## config.mk

```make
export PLATFORM = sky130hd
export DESIGN_NAME = loop_sram_reader
export DESIGN_NICKNAME = d
export VERILOG_FILES = /design/src/rtl/aud_pkg.sv /design/src/rtl/sat_add.sv /design/src/rtl/loop_sram_reader.sv
export SDC_FILE = /design/constraint.sdc
export NUM_CORES = 1
export LEC_CHECK = 0
export BUFFER_PORTS_ARGS = -buffer_cell sky130_fd_sc_hd__buf_2
export CAP_MARGIN = 20
export CORE_UTILIZATION = 41
export DETAILED_ROUTE_END_ITERATION = 16
export MAX_ROUTING_LAYER = met4
export PLACE_DENSITY_LB_ADDON = 0.12
export SYNTH_ARGS = -nofsm -noshare
export SYNTH_HDL_FRONTEND = slang
export SYNTH_SLANG_ARGS = --single-unit
```

## constraint.sdc

```tcl
create_clock -name i_AUD_BCLK -period 3.3 [get_ports i_AUD_BCLK]
set_clock_uncertainty 0.1 [all_clocks]
set_input_delay 0.495 -clock i_AUD_BCLK [delete_from_list [all_inputs] [get_ports i_AUD_BCLK]]
set_output_delay 0.495 -clock i_AUD_BCLK [all_outputs]
set_load 0.01 [all_outputs]
```

## src/rtl/aud_pkg.sv

```systemverilog
// Shared audio-path types and constants for the looper blocks.
package aud_pkg;

  localparam int AUD_DATA_W = 16;

  localparam logic signed [AUD_DATA_W-1:0] SAMPLE_MAX = 16'sh7FFF;
  localparam logic signed [AUD_DATA_W-1:0] SAMPLE_MIN = 16'sh8000;

  typedef enum logic [1:0] {
    IDLE  = 2'd0,
    ARMED = 2'd1,
    READ  = 2'd2
  } loop_rd_state_e;

endpackage

```

## src/rtl/sat_add.sv

```systemverilog
// Signed W-bit adder that clamps to the most positive / most negative code on overflow.
module sat_add #(
  parameter int W = 16
) (
  input  logic signed [W-1:0] i_a,
  input  logic signed [W-1:0] i_b,
  output logic signed [W-1:0] o_sum
);

  logic signed [W:0] sum_w;

  always_comb begin
    sum_w = {i_a[W-1], i_a} + {i_b[W-1], i_b};
    // Overflow shows up as the two top bits of the widened sum disagreeing.
    if (sum_w[W] != sum_w[W-1]) begin
      o_sum = sum_w[W] ? {1'b1, {(W-1){1'b0}}} : {1'b0, {(W-1){1'b1}}};
    end else begin
      o_sum = sum_w[W-1:0];
    end
  end

endmodule

```

## src/rtl/loop_sram_reader.sv

```systemverilog
// Loop playback: one SRAM read per audio frame, wrapping at the recorded length.
// Optional live-input mixing is built when LOOP_MIX_EN is defined.
module loop_sram_reader
  import aud_pkg::*;
#(
  parameter int ADDR_W    = 20,
  parameter int DATA_W    = AUD_DATA_W,
  parameter int READ_WAIT = 2
) (
  input  logic              i_AUD_BCLK,
  input  logic              i_rst_n,
  input  logic              i_start,
  input  logic              i_stop,
  input  logic              i_sample_valid,
  input  logic [ADDR_W-1:0] i_loop_len,
  input  logic [DATA_W-1:0] i_live_data,
  input  logic [DATA_W-1:0] i_SRAM_DQ,
  output logic [ADDR_W-1:0] o_SRAM_ADDR,
  output logic              o_SRAM_CE_N,
  output logic              o_SRAM_OE_N,
  output logic              o_SRAM_WE_N,
  output logic              o_SRAM_LB_N,
  output logic              o_SRAM_UB_N,
  output logic [DATA_W-1:0] o_data,
  output logic              o_valid,
  output logic              o_busy,
  output logic              o_wrap,
  output loop_rd_state_e    o_dbg_state
);

  localparam logic [3:0] CNT_LOAD = 4'(READ_WAIT - 1);

  loop_rd_state_e    state_q, state_d;
  logic [3:0]        cnt_q, cnt_d;
  logic [ADDR_W-1:0] ptr_q, ptr_d;
  logic [ADDR_W-1:0] len_q, len_d;
  logic [ADDR_W-1:0] addr_q, addr_d;
  logic              ce_n_q, ce_n_d;
  logic [DATA_W-1:0] data_q, data_d;
  logic              valid_q, valid_d;
  logic              wrap_q, wrap_d;

  logic              start_ok;
  logic              read_done;
  logic              last_word;
  logic [DATA_W-1:0] read_word;

  assign start_ok  = i_start && (i_loop_len != '0);
  assign read_done = (state_q == READ) && (cnt_q == '0);
  assign last_word = (ptr_q == len_q - 1'b1);

`ifdef LOOP_MIX_EN
  logic [DATA_W-1:0] live_q, live_d;
  logic              pend_q, pend_d;
  logic              idle_fire;
  logic [DATA_W-1:0] mix_sum;

  assign idle_fire = (state_q == IDLE) && pend_q && (cnt_q == '0);

  sat_add #(.W(DATA_W)) u_sat_add (
    .i_a   (i_SRAM_DQ),
    .i_b   (live_q),
    .o_sum (mix_sum)
  );

  assign read_word = mix_sum;
`else
  logic unused_live;
  assign unused_live = ^i_live_data;
  assign read_word   = i_SRAM_DQ;
`endif

  // State register
  always_ff @(posedge i_AUD_BCLK or negedge i_rst_n) begin
    if (!i_rst_n) begin
      state_q <= IDLE;
      cnt_q   <= '0;
      ptr_q   <= '0;
      len_q   <= '0;
      addr_q  <= '0;
      ce_n_q  <= 1'b1;
      data_q  <= '0;
      valid_q <= 1'b0;
      wrap_q  <= 1'b0;
`ifdef LOOP_MIX_EN
      live_q  <= '0;
      pend_q  <= 1'b0;
`endif
    end else begin
      state_q <= state_d;
      cnt_q   <= cnt_d;
      ptr_q   <= ptr_d;
      len_q   <= len_d;
      addr_q  <= addr_d;
      ce_n_q  <= ce_n_d;
      data_q  <= data_d;
      valid_q <= valid_d;
      wrap_q  <= wrap_d;
`ifdef LOOP_MIX_EN
      live_q  <= live_d;
      pend_q  <= pend_d;
`endif
    end
  end

  // Next-state logic; stop beats start, and a zero-length start is ignored everywhere.
  always_comb begin
    state_d = state_q;
    cnt_d   = cnt_q;
    ptr_d   = ptr_q;
    len_d   = len_q;
`ifdef LOOP_MIX_EN
    live_d  = live_q;
    pend_d  = pend_q;
`endif
    if (i_stop) begin
      state_d = IDLE;
      ptr_d   = '0;
`ifdef LOOP_MIX_EN
      pend_d  = 1'b0;
`endif
    end else if (start_ok) begin
      state_d = ARMED;
      ptr_d   = '0;
      len_d   = i_loop_len;
`ifdef LOOP_MIX_EN
      pend_d  = 1'b0;
`endif
    end else begin
      case (state_q)
        IDLE: begin
`ifdef LOOP_MIX_EN
          if (i_sample_valid) begin
            live_d = i_live_data;
            pend_d = 1'b1;
            cnt_d  = CNT_LOAD;
          end else if (pend_q) begin
            if (cnt_q == '0) pend_d = 1'b0;
            else             cnt_d  = cnt_q - 1'b1;
          end
`endif
        end
        ARMED: begin
          if (i_sample_valid) begin
            state_d = READ;
            cnt_d   = CNT_LOAD;
`ifdef LOOP_MIX_EN
            live_d  = i_live_data;
`endif
          end
        end
        READ: begin
          if (cnt_q == '0) begin
            state_d = ARMED;
            ptr_d   = last_word ? '0 : ptr_q + 1'b1;
          end else begin
            cnt_d = cnt_q - 1'b1;
          end
        end
        default: state_d = IDLE;
      endcase
    end
  end

  // Output logic (registered outputs' next values)
  always_comb begin
    addr_d  = addr_q;
    ce_n_d  = ce_n_q;
    data_d  = data_q;
    valid_d = 1'b0;
    wrap_d  = 1'b0;
    if (i_stop) begin
      ce_n_d = 1'b1;
      data_d = '0;
    end else if (start_ok) begin
      ce_n_d = 1'b1;
    end else begin
      if ((state_q == ARMED) && i_sample_valid) begin
        addr_d = ptr_q;
        ce_n_d = 1'b0;
      end
      if (read_done) begin
        ce_n_d  = 1'b1;
        data_d  = read_word;
        valid_d = 1'b1;
        wrap_d  = last_word;
      end
`ifdef LOOP_MIX_EN
      if (idle_fire) begin
        data_d  = live_q;
        valid_d = 1'b1;
      end
`endif
    end
  end

  assign o_SRAM_ADDR = addr_q;
  assign o_SRAM_CE_N = ce_n_q;
  assign o_SRAM_OE_N = ce_n_q;
  assign o_SRAM_LB_N = ce_n_q;
  assign o_SRAM_UB_N = ce_n_q;
  assign o_SRAM_WE_N = 1'b1;
  assign o_data      = data_q;
  assign o_valid     = valid_q;
  assign o_wrap      = wrap_q;
  assign o_busy      = (state_q != IDLE);
  assign o_dbg_state = state_q;

endmodule

```

# ---- Yosys cells after proc, flatten, opt, wreduce, memory -nomap -nowiden
# Index checks and enable logic that the tools add are counted.
dict set report classes {
  reduce_logical 18
  n_eq_ne 9
  n_bitwise 2
  n_mux 26
  addsub 3
}
# op n
set op_table {}
lappend op_table {{$mux W20} 5}
lappend op_table {{$mux W16} 3}
lappend op_table {{$add A20 B1 Y20 const B} 1}
lappend op_table {{$eq A20 B20 Y1} 1}
lappend op_table {{$reduce_bool A20 Y1} 1}
lappend op_table {{$sub A20 B1 Y20 const B} 1}
lappend op_table {{$mux W1} 10}
lappend op_table {{$mux W2} 4}
lappend op_table {{$mux W4} 2}
lappend op_table {{$pmux W4 S2} 1}
lappend op_table {{$ne A2 B2 Y1 const B} 3}
lappend op_table {{$pmux W2 S3} 1}
lappend op_table {{$reduce_and A2 Y1} 3}
lappend op_table {{$reduce_and A3 Y1} 2}
lappend op_table {{$reduce_bool A2 Y1} 3}
lappend op_table {{$reduce_bool A3 Y1} 2}
lappend op_table {{$reduce_and A5 Y1} 1}
lappend op_table {{$logic_not A4 Y1} 1}
lappend op_table {{$ne A4 B3 Y1 const B} 1}
lappend op_table {{$ne A4 B4 Y1 const B} 1}
lappend op_table {{$reduce_bool A4 Y1} 1}
lappend op_table {{$sub A4 B1 Y4 const B} 1}
lappend op_table {{$logic_and A1 B1 Y1} 3}
lappend op_table {{$ne A3 B3 Y1 const B} 1}
lappend op_table {{other kinds (4)} 5}
dict set report totals {
  ff_bits 85
  output_inout_bits 46
  input_bits 57
}

# ---- Longest topological paths before layout
# Gate-level depths: netlist of run 1.
dict set report depth {
  word_depth 7
  mapped_depth 12
  ltp_nobuf 10
}

# ---- Worst setup path after synthesis of run 1
# Ideal clock, no wire load.
dict set report synth_path {
  path_kind {flip-flop to flip-flop}
  from {reg len_q[0]}
  to {reg ptr_q[4]}
  setup_slack_ns 0.380
  synth_period_minus_slack_ns 2.920
  n_path_buf 1
  required_time_ns 3.074
  setup_time_ns 0.126
  arrival_time_ns 2.694
  stages_incl_launch_ff 12
  cell_sequence {dfrtp_1 > inv_1 > ha_1 > or4b_1 > buf_2 > o41ai_1 > o311ai_0 > o311a_1 > nor4_4 > a21boi_4 > and3_1 > a221o_1}
}
dict set report synth_via {
  elab_chain_len 7
}
# element line
set synth_rtl {}
lappend synth_rtl {{start, declared} loop_sram_reader.sv:36} ;# logic [ADDR_W-1:0] len_q, len_d;
lappend synth_rtl {{start signal, assigned} loop_sram_reader.sv:93} ;# len_q <= len_d;
lappend synth_rtl {{$sub A20 B1 Y20} loop_sram_reader.sv:50} ;# assign last_word = (ptr_q == len_q - 1'b1);
lappend synth_rtl {{$eq A20 B20 Y1} loop_sram_reader.sv:50}
lappend synth_rtl {{$mux W20} loop_sram_reader.sv:155} ;# ptr_d = last_word ? '0 : ptr_q + 1'b1;
lappend synth_rtl {{$mux W20} loop_sram_reader.sv:153} ;# if (cnt_q == '0) begin
lappend synth_rtl {{$mux W20} loop_sram_reader.sv:130} ;# case (state_q)
lappend synth_rtl {{$mux W20} loop_sram_reader.sv:122} ;# end else if (start_ok) begin
lappend synth_rtl {{$mux W20} loop_sram_reader.sv:116} ;# if (i_stop) begin
lappend synth_rtl {{end signal, assigned} loop_sram_reader.sv:92} ;# ptr_q <= ptr_d;
lappend synth_rtl {{end, declared} loop_sram_reader.sv:35} ;# logic [ADDR_W-1:0] ptr_q, ptr_d;
# Every way passes these cells. The select of a mux whose other input is x is not followed.
# A chain may end at the register's enable or synchronous reset.

# ---- Worst setup path in the final report of run 1
dict set report layout_path {
  from {reg len_q[1]}
  to {reg ptr_q[17]}
}
# The elaborated chain is that of the path after synthesis.

==> impl_metrics.tcl, run 1 <==
set metrics [dict create \
    status "finished clean" \
    stdcell_area_um2 5293 \
    rows 37 \
    ys.flop_type "dfrtp_1" \
    grt_start_max_net_pins 52 \
    maxSlewHeadroom_pct 54.35 \
    grt_pass1_vias 3524 \
    critPathMaxStageDelay_ps 550 \
    place_inst 635 \
    synth.area.top_cells "dfrtp_1 48%, mux2_2 10%, a22o_1 3.8%, xnor2_1 3.0%, nand3_1 2.9%" \
    numCtsBuffers 9 \
    area_growth_pct 19.90 \
    synth_compound_area_share_pct 12.13 \
    worstPathRequired_ps 3440 \
    synthCells 416 \
    dieArea_um2 11190 \
    seq_area_frac_synth_pct 48.21 \
    synth_top_area_share_pct 47.62 \
    setup_ws_ps 185.0 \
    synth_area_um2 4414 \
    synthMuxAreaShare_pct 10.43 \
    place_congestion 0.8224 \
    clk_latency_ps 360 \
    vias 3493 \
    pin_count 103 \
    synth.largest_area_cell "dfrtp_1" \
    yosysMostFrequentCell "dfrtp_1" \
    postPlaceCellArea_um2 5057 \
    ys_async_sr_fraction_pct 100.0 \
    synth_edf_count 0 \
    worstReg2RegStart "len_q[1]" \
    p_comb_share_pct 14.0 \
    start_util_pct 42.57 \
    cts_sinks 85 \
    grt_setup_unrepaired "no" \
    antenna_found_initial 0 \
    synth_fa_ha_area_share_pct 1.134 \
    worstReg2RegEnd "ptr_q[17]" \
    p_int_mw 1.667 \
    routed_via_density 5.366 \
    startpoint_type "flop" \
    r2r_slack_ps 190 \
    hold_path_class "in -> async" \
    die_y_um 105.8 \
    path_clk_slew_ps 90 \
    switchingPower_uw 607.9 \
    setup_viol 0 \
    yosys.cell_types.count 58 \
    dr.pass1.iters 4 \
    synth.net_count 477 \
    worstPathCellList "inv_1 -> ha_1 -> or4b_4 -> o41ai_2 -> o311ai_1 -> o311a_1 -> nor4_4 -> a21boi_4 -> buf_4 -> a21o_1 -> a22o_1" \
    diodes 0 \
    cts.path.max_buffers 2 \
    synthSimpleGateAreaFrac_pct 19.87 \
    yosys_register_bits 85 \
    clock_power_share_pct 35.4 \
    fin_nets 571 \
    die_w_um 105.8 \
    end_kind "flop" \
    whs_ps 74.26 \
    avgSynthCellArea_um2 10.61 \
    ant_nets 0 \
    portBuffers 85 \
    finalCritPeriodShare_pct 94.39 \
    power_mw 2.274 \
    max_freq_mhz 321.0 \
    synth-xor-area-share_pct 4.762 \
    tightest_slew_ps 684.8 \
    period_minus_slack_ps 3115 \
    track_usage_pct 20.18 \
    cp_slowest_cell "or4b_4" \
    drive_gt1_share_pct 35.15 \
    place_worst_setup_slack_ps -39.24 \
    seqPwrFrac_pct 50.6 \
    synth_commonest_cells "84 x dfrtp_1, 40 x mux2_2, 28 x nor2_1" \
    instances_no_fill 651 \
    crit_path_max_fanout 10 \
    drtIter0Drc 103 \
    drt-total-wl_um 10090 \
    worst-r2r-cell-count 11 \
    grt_overflow_total 0 \
    p_leak_nw 2.493 \
    wl_per_cell_um 15.51 \
    synth_top_family_by_area "simple AND/OR/NAND/NOR gates" \
    peakVddDrop_mv 0.1887 \
    switching_share_pct 26.73 \
    hold_viol 0 \
    cp.arrival_ps 3260 \
    drcViolationCount 0 \
    maxCapViolCount 0 \
    hpwl_um 7552 \
    worstSetupPathType "reg -> reg" \
    power_density_nw_per_um2 429.8 \
    htree_num_levels 3 \
    ys_warn_count 0 \
    grt_pass1_wl_um 17170 \
    drv_slew 0 \
    cts_root_buf "clkbuf_8" \
    core_um2 10370 \
    cts_tree "built" \
]
==> sequential cells by signal (all words and copies together), names as in the netlist <==
name,cells
cnt_q,4
ptr_q,20
o_data,16
o_SRAM_CE_N,1
o_wrap,1
o_valid,1
len_q,20
o_SRAM_ADDR,20
o_dbg_state,2
==> kinds of logic after synthesis <==
| logic type | Yosys count |
|---|---|
| simple gates | 157 |
| flops | 85 |
| compound gates | 70 |
| mux | 41 |
| buf+inv | 34 |
| xor+xnor | 24 |
| fa+ha+maj | 4 |
| other cells | 1 |
==> layout make-up <==
class                      count  area [um^2]
timing repair buffer         104        570.5
sequential                    85         2128
fill                         980         5077
multi-input combinational    297         2166
clock buffer                  12        135.1
inverter                      13        48.80
clock inverter                 4        73.82
tap                          136        170.2
==> stage by stage <==
stage	setup TNS [ps]	utilization, %
6_report	0	51.04
5_1_grt	0	51.04
4_1_cts	0	50.82
3_5_place_dp	-39.24	48.77
3_3_place_gp	0	48.77
2_1_floorplan	0	-
==> per-layer routing <==
metal	routed length, um	vias up	share of wire [%]	global-route usage (%)
li1	-	1709	-	-
met5	0	-	0	-
met3	370	10	3.7	3.278
met2	4929	87	49	33.57
met4	163	0	1.6	6.250
met1	4631	1687	46	25.21
==> power by group through the flow <==
stage / logic [mW] / clock network (mW) / registers (mW)
6_report: 0.318 / 0.805 / 1.15
5_1_grt: 0.360 / 0.868 / 1.16
4_1_cts: 0.319 / 0.828 / 1.15
3_5_place_dp: 0.316 / 0 / 1.17
3_3_place_gp: 0.306 / 0 / 1.17
2_1_floorplan: 0.215 / 0 / 1.15
==> layout by cell type (no fill, tap or decap), types with 2 or more instances in the layout <==
cell       Yosys  final
nand2b_1       4      4
nand3_1       26     26
xnor2_1       15     15
ha_1           4      4
bufinv_16      0      2
nand4_1        5      5
a21oi_1        8      8
a22o_1        19     19
dfrtp_1       84     84
or3_1          3      3
and3_1        10     10
nor2_1        28     27
buf_4          4     20
nor3b_1        2      2
nor2b_1        5      5
nand2_1       27     27
clkbuf_1      12      3
a31oi_1        4      4
nor3_1         9      9
o21ai_0       13     13
mux2_2        40     40
buf_2          5     84
nor4_4         2      3
or3b_2         2      2
o31ai_1        2      2
inv_1         12     12
nand3b_1       5      5
o21a_1         2      2
or2_2          7      7
and2_1         2      2
clkbuf_8       0      9
nor4_1        12     11
a21o_1         2      2
xor2_1         9      9
o311ai_1       7      8
==> worst max-delay path by stage <==
stage	from	endpoint	cells after the start
5_1_grt	len_q[1]	ptr_q[14]	10
3_3_place_gp	len_q[1]	ptr_q[17]	11
4_1_cts	len_q[1]	ptr_q[17]	11
6_report	len_q[1]	ptr_q[17]	11
3_5_place_dp	len_q[1]	ptr_q[17]	11
2_1_floorplan	len_q[0]	ptr_q[4]	11
==> critical path, delay by kind of cell (launching register included) <==
kind                     cells  cell delay [ps]
buffers and inverters        2              260
flip-flops                   1              410
AO/OA/AOI/OAI                6             1150
AND/OR/NAND/NOR              2              890
adder cells (fa/ha/maj)      1              190
==> what timing repair did <==
item                                    CTS  global route
pin swaps                                 0             3
setup buffers                             0             0
endpoints found under the setup margin    1            15
hold buffers                              0             0
resized for setup                         1             4
Power figures use the tool's default switching activity.
==> run 2, diff against run 1 <==
REMOVE_ABC_BUFFERS = 1   (was default)
==> run 2 against run 1 <==
Against the previous run:
- utilization increased by 0.17 points
- worst setup slack worse by 6.6 ps
- via count increased by 0.80%
- clock-buffer cell count decreased by 1
- fmax shrank 0.21%
- first-iteration DRC count is 66% higher
- cell count rose by 0.46%
- non-clock buffer count is 3 higher
- sequential power about the same
- combinational power increased by 5%
- clock power decreased by 11%
- critical endpoint unchanged
- largest cell class unchanged
==> impl_metrics.tcl, run 2 (synthesized netlist as in run 1, its figures left out) <==
set metrics [dict create \
    dieArea_um2 11190 \
    vias 3521 \
    seqPwrFrac_pct 52.1 \
    fin_util_pct 51.21 \
    fin_tns_setup_ps 0 \
    power_density_nw_per_um2 414.5 \
    clock_power_share_pct 32.6 \
    area_growth_pct 20.29 \
    cts_root_buf "clkbuf_8" \
    crit_buf_inv 1 \
    crit_path_max_fanout 12 \
    hold_viol 0 \
    die_w_um 105.8 \
    layout_common_cells "84 x dfrtp_1, 84 x buf_2, 40 x mux2_2" \
    worstPathCellList "or4_4 -> nor4_2 -> a21boi_1 -> o311a_1 -> nor4_4 -> a21boi_4 -> buf_4 -> a21o_1 -> a22o_1" \
    portBuffers 85 \
    numCtsBuffers 9 \
    maxSlewHeadroom_pct 65.78 \
    cts.path.max_buffers 2 \
    pin_count 103 \
    tightest_slew_ps 508.6 \
    p_leak_nw 2.493 \
    end_kind "flop" \
    diodes 0 \
    die_y_um 105.8 \
    antenna_found_initial 0 \
    critPathMaxStageDelay_ps 620 \
    worstPathRequired_ps 3470 \
    routed_via_density 5.384 \
    wl_per_cell_um 15.54 \
    hp-start "i_stop" \
    crit_path_start "len_q[5]" \
    cts_sinks 85 \
    ant_nets 0 \
    drive_gt1_share_pct 36.10 \
    drv_slew 0 \
    worstReg2RegStart "len_q[5]" \
    hold_path_class "in -> reg" \
    cp.arrival_ps 3290 \
    place_inst 637 \
    startpoint_type "flop" \
    switchingPower_uw 633.9 \
    fin_nets 574 \
    dr.pass1.iters 4 \
    period_minus_slack_ps 3122 \
    path_clk_slew_ps 90 \
    grt_start_max_net_pins 32 \
    clk_latency_ps 370 \
    finalCritPeriodShare_pct 94.59 \
    cp_top_family "simple AND/OR/NAND/NOR gates" \
    max_freq_mhz 320.4 \
    hpwl_um 7559 \
    rows 37 \
    worstSetupPathType "reg -> reg" \
    postCtsSetupRepairBufs 0 \
    drtIter0Drc 171 \
    peakVddDrop_mv 0.1953 \
    maxCapViolCount 0 \
    cp_slowest_cell "or4_4" \
    grt_pass1_wl_um 16930 \
    instances_no_fill 654 \
    switching_share_pct 28.80 \
    place_congestion 0.8371 \
    grt_pass1_vias 3303 \
    drt-total-wl_um 10170 \
    grt_overflow_total 0 \
    whs_ps 228.3 \
    setup_viol 0 \
    track_usage_pct 20.02 \
    fillerInstances 1011 \
    drcViolationCount 0 \
    start_util_pct 42.57 \
    htree_num_levels 3 \
    cts_tree "built" \
    p_comb_share_pct 15.2 \
    power_mw 2.201 \
    core_um2 10370 \
    p_int_mw 1.567 \
    status "finished clean" \
]
## run 2: changes by cell type in the layout (fill, tap and decap cells not counted), sizes merged
cell and change:
dlygate4sd3 +1, inv +2, clkinvlp +2, bufinv -2
clkinv -1, buf +2, clkbuf -1
## run 2: worst reg2reg max path: stages, from the launching register on
cell	delay, ps
dfrtp_1	500
or4_4	620
nor4_2	290
a21boi_1	100
o311a_1	360
nor4_4	360
a21boi_4	150
buf_4	210
a21o_1	160
a22o_1	180
## run 2: layout make-up
| cell class | count | area [um^2] | share of cell area (%) |
|---|---|---|---|
| Clock buffer | 11 | 151.4 | 2.851 |
| Clock inverter | 5 | 41.29 | 0.7776 |
| Inverter | 13 | 48.80 | 0.9189 |
| Multi-Input combinational cell | 297 | 2162 | 40.72 |
| Sequential cell | 85 | 2128 | 40.08 |
| Timing Repair Buffer | 107 | 608.1 | 11.45 |
| Tap cell | 136 | 170.2 | 3.205 |
## run 2: path summary, 6_finish.rpt
| path | to | slack [ps] | cells after the start |
|---|---|---|---|
| max | ptr_q[17] | 180 | 9 |
| min | o_dbg_state[0] | 230 | 2 |
| max reg2reg | ptr_q[17] | 180 | 9 |
| min reg2reg | o_SRAM_CE_N | 400 | 2 |
| max in group asynchronous | o_SRAM_CE_N | 1870 | 3 |
| min in group asynchronous | ptr_q[15] | 490 | 2 |
## run 2: power by group through the flow
| stage | Sequential [mW] | Combinational [mW] | Clock [mW] |
|---|---|---|---|
| 5_1_grt | 1.16 | 0.371 | 0.779 |
| 3_5_place_dp | 1.17 | 0.330 | 0 |
| 3_3_place_gp | 1.16 | 0.322 | 0 |
| 4_1_cts | 1.15 | 0.333 | 0.743 |
| 6_report | 1.15 | 0.335 | 0.718 |
| 2_1_floorplan | 1.15 | 0.202 | 0 |
## run 2: what timing repair did
| action | in CTS | in global routing |
|---|---|---|
| resized for setup | 0 | 4 |
| setup endpoints to repair | 0 | 15 |
| hold endpoints to repair | 29 | 0 |
| hold buffers | 1 | 0 |
## run 2: metrics by stage
stage / setup WS [ps] / cell area [um^2]
2_1_floorplan: 159.4 / 4314
5_1_grt: -11.72 / 5310
3_5_place_dp: 66.93 / 5085
3_3_place_gp: 105.1 / 5077
4_1_cts: 46.24 / 5288
6_report: 178.5 / 5310
## run 2: routing by layer
metal,track usage (%),vias to the layer above,part of all wire [%]
li1,-,1717,-
met1,25.81,1739,47
met2,31.89,53,49
met3,2.968,12,2.6
met4,7.738,0,1.6
met5,-,-,0
==> run 3, diff against run 2 <==
clock period = 3.1 ns   (was 3.3 ns; I/O delays follow)
==> run 3 against run 2 <==
Against the previous run:
- cell area grew 4.0%
- clock-buffer cell count unchanged
- global-route usage grew 0.37 points
- critical endpoint is now ptr_q[4]
- sequential power rose by 4%
- register-to-register slack lost 130 ps
- fmax up 2.4%
- critical path type unchanged
- non-clock buffer count increased by 19
- sequential cell count unchanged
- largest power group unchanged
==> impl_metrics.tcl, run 3 (synthesized netlist as in run 1, its figures left out) <==
set metrics [dict create \
    startpoint_type "flop" \
    drt-total-wl_um 10380 \
    hold_path_class "in -> async" \
    hpwl_um 7794 \
    power_density_nw_per_um2 464.3 \
    place_congestion 0.8116 \
    numCtsBuffers 9 \
    clk_latency_ps 350 \
    portBuffers 85 \
    period_minus_slack_ps 3048 \
    cts_root_buf "clkbuf_8" \
    fillerInstances 972 \
    vias 3588 \
    routed_via_density 5.331 \
    cp_slowest_cell "or4b_4" \
    crit_path_max_fanout 12 \
    finalCritPeriodShare_pct 98.31 \
    cts_sinks 85 \
    cp.arrival_ps 3180 \
    p_leak_nw 2.624 \
    grt_start_max_net_pins 51 \
    dieArea_um2 11190 \
    peakVddDrop_mv 0.2681 \
    path_clk_slew_ps 80 \
    pin_count 103 \
    drive_gt1_share_pct 38.36 \
    fin_nets 593 \
    worstSetupPathType "reg -> reg" \
    drtIter0Drc 178 \
    die_y_um 105.8 \
    cts_tree "built" \
    critPathMaxStageDelay_ps 520 \
    postPlaceCellArea_um2 5240 \
    grt_overflow_total 0 \
    worstPathRequired_ps 3240 \
    rows 37 \
    hold_viol 0 \
    cts.path.max_buffers 2 \
    grt_pass1_vias 3484 \
    area_growth_pct 25.14 \
    diodes 0 \
    drcViolationCount 0 \
    worst-r2r-cell-count 11 \
    end_kind "flop" \
    grt_pass1_wl_um 17530 \
    worstPathCellList "inv_1 -> ha_2 -> or4b_4 -> o41ai_2 -> o311ai_1 -> o311a_1 -> nor4_4 -> a21boi_4 -> buf_6 -> and3_1 -> a221o_1" \
    wl_per_cell_um 15.42 \
    die_w_um 105.8 \
    htree_num_levels 3 \
    dr.pass1.iters 4 \
    drv_slew 0 \
    layout_common_cells "84 x dfrtp_1, 84 x buf_2, 40 x mux2_2" \
    stdcell_area_um2 5524 \
    start_util_pct 42.57 \
    status "finished clean" \
    tightest_slew_ps 649.4 \
    max_freq_mhz 328.1 \
    maxCapViolCount 0 \
    track_usage_pct 20.38 \
    antenna_found_initial 0 \
    fin_util_pct 53.27 \
    maxSlewHeadroom_pct 56.70 \
    core_um2 10370 \
    setup_viol 0 \
    ant_nets 0 \
    grt_setup_unrepaired "yes" \
]
-- run 3: cell count changes in the layout (fill, tap and decap cells not counted), moves of 2 or more --
cell        before  now
clkbuf_8        11    9
clkbuf_1         0    2
bufinv_16        0    3
clkinvlp_4       2    0
buf_4           21   39
-- run 3: worst paths after layout --
kind	end	from	slack (ps)
max	ptr_q[4]	len_q[1]	50
min	o_SRAM_ADDR[7]	i_rst_n	40
max reg2reg	ptr_q[4]	len_q[1]	50
min reg2reg	o_SRAM_CE_N	o_SRAM_CE_N	380
max in group asynchronous	o_data[15]	i_rst_n	2150
min in group i_AUD_BCLK	o_dbg_state[0]	i_stop	200
-- run 3: worst max-delay path, delay by kind of cell, from the launching register on --
family / cells / cell delay, ps
DFF: 1 / 390
buffers and inverters: 2 / 230
AOI/OAI and AO/OA: 5 / 1010
adders and majority gates: 1 / 170
and+or+nand+nor: 3 / 1050
-- run 3: layout make-up --
cell class	count	area [um^2]	share of cell area [%]
clock buffer	11	131.4	2.378
multi-input combinational	297	2173	39.34
clock inverter	5	107.6	1.948
tap	136	170.2	3.080
inverter	13	48.80	0.8834
sequential	85	2128	38.53
timing repair buffer	126	764.5	13.84
-- run 3: timing repair --
action / CTS / global route
setup buffers: 0 / 1
endpoints found under the setup margin: 4 / 17
cloned: 0 / 0
gates resized for setup: 2 / 6
hold buffers: 0 / 0
pin swaps: 1 / 2
-- run 3: power by group --
| part | switching (mW) | internal, mW | leakage [nW] |
|---|---|---|---|
| combinational | 0.213 | 0.204 | 1.37 |
| clock | 0.403 | 0.541 | 0.118 |
| sequential | 0.0476 | 1.16 | 1.13 |
-- run 3: routing by layer --
layer | vias up | part of all wire [%] | global-route usage, % | wire length (um)
li1 | 1754 | - | - | -
met1 | 1767 | 47 | 26.78 | 4871
met2 | 61 | 49 | 32.40 | 5118
met3 | 6 | 3.0 | 4.143 | 308
met4 | 0 | 0.78 | 4.960 | 81
met5 | - | 0 | - | 0
-- run 3: per-stage QoR --
step | hold slack, ps | power, mW | setup TNS (ps) | instances | setup slack (ps)
after global routing | 81.03 | 2.684 | -137.3 | 673 | -90.15
after CTS | 42.77 | 2.592 | 0 | 672 | 2.093
after floorplan | 69.41 | 1.442 | -74.08 | 395 | -10.58
final | 36.09 | 2.565 | 0 | 673 | 52.45
after detailed placement | 376.9 | 1.632 | -258.6 | 656 | -136.5
after global placement | 376.8 | 1.619 | -23.57 | 655 | -23.57
